--- src/rtl/systola_pkg.sv ---
// Shared types and constants for the systolic-array feed logic.
package systola_pkg;

   typedef enum logic [1:0] {S_IDLE, S_RUN, S_FIN} sched_state_t;

   // Cycles from a buffer read strobe to its data at the array edge
   localparam int BUF_RD_LAT = 1;

endpackage

--- src/rtl/inbuf_skew_sched_if.sv ---
// Handshake bundle between the sequencer/row buffers (master) and the read scheduler (slave).
interface inbuf_skew_sched_if #(
   parameter int ROWS = 4,
   parameter int LENW = 5
);
   logic            start;
   logic [LENW-1:0] len;
   logic [ROWS-1:0] buf_empty;
   logic [ROWS-1:0] rd_en;
   logic [ROWS-1:0] valid_out;
   logic            busy;
   logic            done;
   logic            stalled;

   modport master (
      output start, len, buf_empty,
      input  rd_en, valid_out, busy, done, stalled
   );

   modport slave (
      input  start, len, buf_empty,
      output rd_en, valid_out, busy, done, stalled
   );
endinterface

--- src/rtl/inbuf_skew_sched.sv ---
// Diagonal-skew read scheduler for the west-edge row buffers: row r lags row 0 by r steps,
// and every row stalls together whenever any active row's buffer is empty.
module inbuf_skew_sched
   import systola_pkg::*;
#(
   parameter int ROWS = 4,
   parameter int LENW = 5
) (
   input logic              clk,
   input logic              rst,
   inbuf_skew_sched_if.slave bus
);

   // Step counter spans 0 .. len_q+ROWS-2 without wrapping
   localparam int CW = LENW + $clog2(ROWS) + 1;

   sched_state_t    state, next_state;
   logic [CW-1:0]   cnt;
   logic [LENW-1:0] len_q;
   logic [ROWS-1:0] act;
   logic [ROWS-1:0] rd_en;
   logic [ROWS-1:0] rd_pipe [BUF_RD_LAT];
   logic            stall;
   logic            step_ok;
   logic            last_step;
   logic            done_q;

   for (genvar r = 0; r < ROWS; r++) begin : g_act
      assign act[r] = (cnt >= CW'(r)) && (cnt < CW'(r) + CW'(len_q));
   end

   assign stall     = |(act & bus.buf_empty);
   assign step_ok   = (state == S_RUN) && !stall;
   assign last_step = (cnt + CW'(1)) == (CW'(len_q) + CW'(ROWS - 1));

   // NOTE: sequential state uses non-blocking assignments so every flop sees pre-edge values.
   always_ff @(posedge clk) begin
      if (rst) begin
         state <= S_IDLE;
         cnt   <= '0;
         len_q <= '0;
      end else begin
         state <= next_state;
         if (state == S_IDLE && bus.start) begin
            len_q <= bus.len;
            cnt   <= '0;
         end else if (step_ok) begin
            cnt <= cnt + CW'(1);
         end
      end
   end

   // NOTE: a default assignment first keeps every path driven, so no latch is inferred.
   always_comb begin
      next_state = state;
      unique case (state)
         S_IDLE:  if (bus.start) next_state = (bus.len == '0) ? S_FIN : S_RUN;
         S_RUN:   if (step_ok && last_step) next_state = S_FIN;
         S_FIN:   next_state = S_IDLE;
         default: next_state = S_IDLE;
      endcase
   end

   always_comb begin
      rd_en = '0;
      if (step_ok) rd_en = act;
   end

   // NOTE: the read-latency delay line is reset so no stale strobe escapes after rst.
   always_ff @(posedge clk) begin
      if (rst) begin
         done_q <= 1'b0;
         for (int i = 0; i < BUF_RD_LAT; i++) rd_pipe[i] <= '0;
      end else begin
         done_q     <= (next_state == S_FIN);
         rd_pipe[0] <= rd_en;
         for (int i = 1; i < BUF_RD_LAT; i++) rd_pipe[i] <= rd_pipe[i-1];
      end
   end

   assign bus.rd_en     = rd_en;
   assign bus.valid_out = rd_pipe[BUF_RD_LAT-1];
   assign bus.busy      = (state != S_IDLE);
   assign bus.done      = done_q;
   assign bus.stalled   = (state == S_RUN) && stall;

endmodule
--- src/flat_wrapper.sv ---
// flat-port wrapper written by rule: the top's interface ports become plain ports
module inbuf_skew_sched_flat import systola_pkg::*;
#(
   parameter int ROWS = 4,
   parameter int LENW = 5
)
  (clk, rst, bus_start, bus_len, bus_buf_empty, bus_rd_en, bus_valid_out, bus_busy, bus_done, bus_stalled);
  inbuf_skew_sched_if #(.ROWS(ROWS), .LENW(LENW)) bus_i ();
  input logic clk;
  input logic rst;
  input wire logic [$bits(bus_i.start)-1:0] bus_start;
  input wire logic [$bits(bus_i.len)-1:0] bus_len;
  input wire logic [$bits(bus_i.buf_empty)-1:0] bus_buf_empty;
  output wire logic [$bits(bus_i.rd_en)-1:0] bus_rd_en;
  output wire logic [$bits(bus_i.valid_out)-1:0] bus_valid_out;
  output wire logic [$bits(bus_i.busy)-1:0] bus_busy;
  output wire logic [$bits(bus_i.done)-1:0] bus_done;
  output wire logic [$bits(bus_i.stalled)-1:0] bus_stalled;
  assign bus_i.start = bus_start;
  assign bus_i.len = bus_len;
  assign bus_i.buf_empty = bus_buf_empty;
  assign bus_rd_en = bus_i.rd_en;
  assign bus_valid_out = bus_i.valid_out;
  assign bus_busy = bus_i.busy;
  assign bus_done = bus_i.done;
  assign bus_stalled = bus_i.stalled;
  inbuf_skew_sched #(.ROWS(ROWS), .LENW(LENW)) u_core (.clk(clk), .rst(rst), .bus(bus_i));
endmodule
--- config.mk ---
export PLATFORM = sky130hd
export DESIGN_NAME = inbuf_skew_sched_flat
export DESIGN_NICKNAME = d
export VERILOG_FILES = /design/src/rtl/systola_pkg.sv /design/src/rtl/inbuf_skew_sched_if.sv /design/src/rtl/inbuf_skew_sched.sv /design/src/flat_wrapper.sv
export SDC_FILE = /design/constraint.sdc
export NUM_CORES = 1
export LEC_CHECK = 0
export BUFFER_PORTS_ARGS = -buffer_cell sky130_fd_sc_hd__buf_2
export CELL_PAD_IN_SITES_DETAIL_PLACEMENT = 0
export CELL_PAD_IN_SITES_GLOBAL_PLACEMENT = 2
export CORE_MARGIN = 2
export CORE_UTILIZATION = 35
export DETAILED_ROUTE_END_ITERATION = 12
export PLACE_DENSITY = 0.89
export SYNTH_ARGS = -nofsm -noshare
export SYNTH_HDL_FRONTEND = slang
export SYNTH_SLANG_ARGS = --single-unit
--- constraint.sdc ---
create_clock -name clk -period 5.2 [get_ports clk]
set_input_delay 0.78 -clock clk [delete_from_list [all_inputs] [get_ports clk]]
set_output_delay 0.78 -clock clk [all_outputs]
set_load 0.01 [all_outputs]
==> results.md <==
* Synth-to-Final Area Change at 12.39%
* Vias at 1,598
* Root Driver: clkbuf_8
* Peak VDD IR at around 160 uV
* Layout fillers at 540
* CP arrival at between 3 and 4 ns
* Pwr per Cell Area at 213.3 nW/um2
* Final Max Slew Viols at 0
* Fin crit period at around 4.3 ns
* Chip height at 75.68 um
* First-pass GRT wire length at 7583 um
* Post-route cell area at 2021 um2
* Final Skew at around 0.0060 ns
* Ys flop type: dfxtp_1
* H-tree depth at 1
* Post-synth EDFFs at 0
* Post-Synthesis Cells at 221
* Fin. Hold Viols at 0
* Die area at 5727 um2
* Final TNS setup at 0 ns
* Post-Route WL at 4517 um
* Most frequent cells in the layout: ha_1 (30), nor2_1 (28), buf_2 (22), a21oi_1 (21), dfxtp_1 (20)
* Crit Path Class: reg2out
* RePlAce Congestion at slightly below 0.9
* Sequential area share after synthesis at 0.2227
* Ys async rst share at 0
* Initial Utilization at 0.3566
* Cell variety after synth at 44
* RSZ-0062 raised after global routing: no
* Crit path max fanout at 10
* Setup bufs post-CTS at 0
* Setup violators final at 0
* Crit path largest cell delay at about 0.61 ns
* Hold WC Path Type: reg2reg
* GRT Residual Overflow at 0
* Io pins at 23
* Drt wl/cell at 14.71 um
* Clock-pin slew on the worst setup and hold paths at 0.08 ns
* Cell Area, Synth at between 1500 and 2000 um2
* Worst Tran Pin Value at around 0.84 ns
* Vias per cell at 5.205
* Leak Pwr at 0.9044 nW
* Core area at 5042 um2
* CP Launch Type: flop
* Ant diodes at 0
* Largest net degree at the start of global routing at 16
* Port Buffers at 22
* CTS Buf Count at 3
* DRT antenna net count at 0
* Syn Area/Cell at 8.136 um2
* Max-slew headroom at 0.4384
* DRT iter0 DRCs at 85
* TritonCTS clock tree: built
* WP data required at 4.42 ns
* Vias in the first global route at about 1,500
* Syn nets at approximately 260
* Hold Buf Count CTS at 0
* Floorplan die width at 75.68 um
* Commonest non-fill, non-tap cell in the layout: ha_1
* Max Cap Violations at 0
* Area after DPL at between 1500 and 2000 um2
* Crit end category: output pin
* Post-layout nets at 280
* GRT Total Usage at 0.1751
* Tcrit/Tclk final at 0.8203
* CTS resizes at 0
* Layout cells sized above 1 at 0.1435
* Clock Sinks at 20
* Drt drc at 0
* Cells after DPL at 303
* Initial antenna violation count at 0
* Post-DP HPWL at 3587 um
* Clock Path Buffers at 2
* First-pass iteration count of the detailed router at 4
* Worst path cell trace: ha_1 -> a21oi_1 -> or3_1 -> ha_1 -> nand4_1 -> a21oi_1 -> nor4b_1 -> a2111oi_4 -> nand2_1 -> nor2_1 -> buf_2
* Rows at 26
* Status: completed
* Flops & latches, synth at 20
* Yosys warns at 0
* Clock latency on the worst-skew pair at 0.27 ns
* Crit-path slowest cell: a2111oi_4
* Max Clock Freq at approximately 0.23 GHz
* Non-Filler Instances at 307
## sequential cells by signal, indices dropped and copies added (netlist names)
name,count
u_core.state,2
u_core.cnt,8
u_core.len_q,5
u_core.rd_pipe,4
u_core.bus.done,1
## logic make-up after synthesis
logic type               count (synthesis)  synth area share
AO/OA/AOI/OAI                           44            0.1684
XOR/XNOR                                17           0.09047
adder cells (fa/ha/maj)                 30            0.2088
buffers and inverters                   22           0.05080
flip-flops                              20            0.2227
multiplexers                             2           0.01113
AND/OR/NAND/NOR                         86            0.2477
## layout make-up
class | instances | area (um2) | area share
Inverter | 12 | 45.04 | 0.02229
Clock inverter | 1 | 30.03 | 0.01486
Sequential cell | 20 | 400.4 | 0.1981
Tap cell | 70 | 87.58 | 0.04334
Timing Repair Buffer | 22 | 110.1 | 0.05449
Clock buffer | 3 | 41.29 | 0.02043
Multi-Input combinational cell | 179 | 1306 | 0.6464
## cell usage after synthesis (2+ instances only)
| master | n | area (um2) |
|---|---|---|
| a211oi_1 | 2 | 15.01 |
| a21oi_1 | 21 | 105.1 |
| a31oi_1 | 3 | 18.77 |
| a41o_1 | 3 | 30.03 |
| and3_2 | 2 | 15.01 |
| clkbuf_1 | 7 | 26.28 |
| dfxtp_1 | 20 | 400.4 |
| ha_1 | 30 | 375.4 |
| inv_1 | 11 | 41.29 |
| mux2i_1 | 2 | 20.02 |
| nand2_1 | 13 | 48.80 |
| nand2b_1 | 4 | 25.02 |
| nand3_1 | 9 | 45.04 |
| nand4_1 | 6 | 37.54 |
| nor2_1 | 28 | 105.1 |
| nor3_1 | 6 | 30.03 |
| o2111ai_1 | 2 | 17.52 |
| o21ai_0 | 4 | 20.02 |
| o31ai_1 | 2 | 15.01 |
| or2_2 | 2 | 12.51 |
| or3_1 | 3 | 18.77 |
| or4_1 | 4 | 30.03 |
| or4_4 | 2 | 22.52 |
| xnor2_1 | 13 | 113.9 |
| xor2_1 | 3 | 26.28 |
## critical path: cells and delay by family, from the launching register on
| kind | cells | cell delay [ns] |
|---|---|---|
| AO/OA/AOI/OAI | 3 | 0.84 |
| adder cells (fa/ha/maj) | 2 | 0.63 |
| buffers and inverters | 1 | 0.15 |
| flip-flops | 1 | 0.53 |
| AND/OR/NAND/NOR | 5 | 1.07 |
## report_power, final
part	switching (mW)	internal (mW)
Sequential	0.00734	0.159
Clock	0.0557	0.103
Combinational	0.0650	0.0415
## per-stage QoR
step	util	worst slack, ns	hold slack (ns)	power (mW)
after floorplan	-	1.767	0.4528	0.2455
after global placement	0.3866	1.340	0.4820	0.2765
after detailed placement	0.3866	1.203	0.4835	0.2760
after CTS	0.4007	0.8913	0.4977	0.4340
after global routing	0.4007	0.6378	0.5209	0.4548
final	0.4007	0.9345	0.4988	0.4310
## path summary, 6_finish.rpt
path,startpoint,to,slack [ns],cells after the start
hold / removal,u_core.state[1],u_core.state[1],0.50,1
hold reg to reg,u_core.state[1],u_core.state[1],0.50,1
setup reg to reg,u_core.len_q[2],u_core.bus.done,1.85,10
setup / recovery,u_core.len_q[2],bus_rd_en[2],0.93,11
## per-layer routing
layer  global-route usage  wire length, um  vias up
met1               0.2506             2281      734
met5                    0                0        -
met4              0.05068               59        0
met3              0.01852              123        6
li1                     -                -      831
met2               0.2783             2053       27
Note: power is estimated with default switching activity, not from simulation.
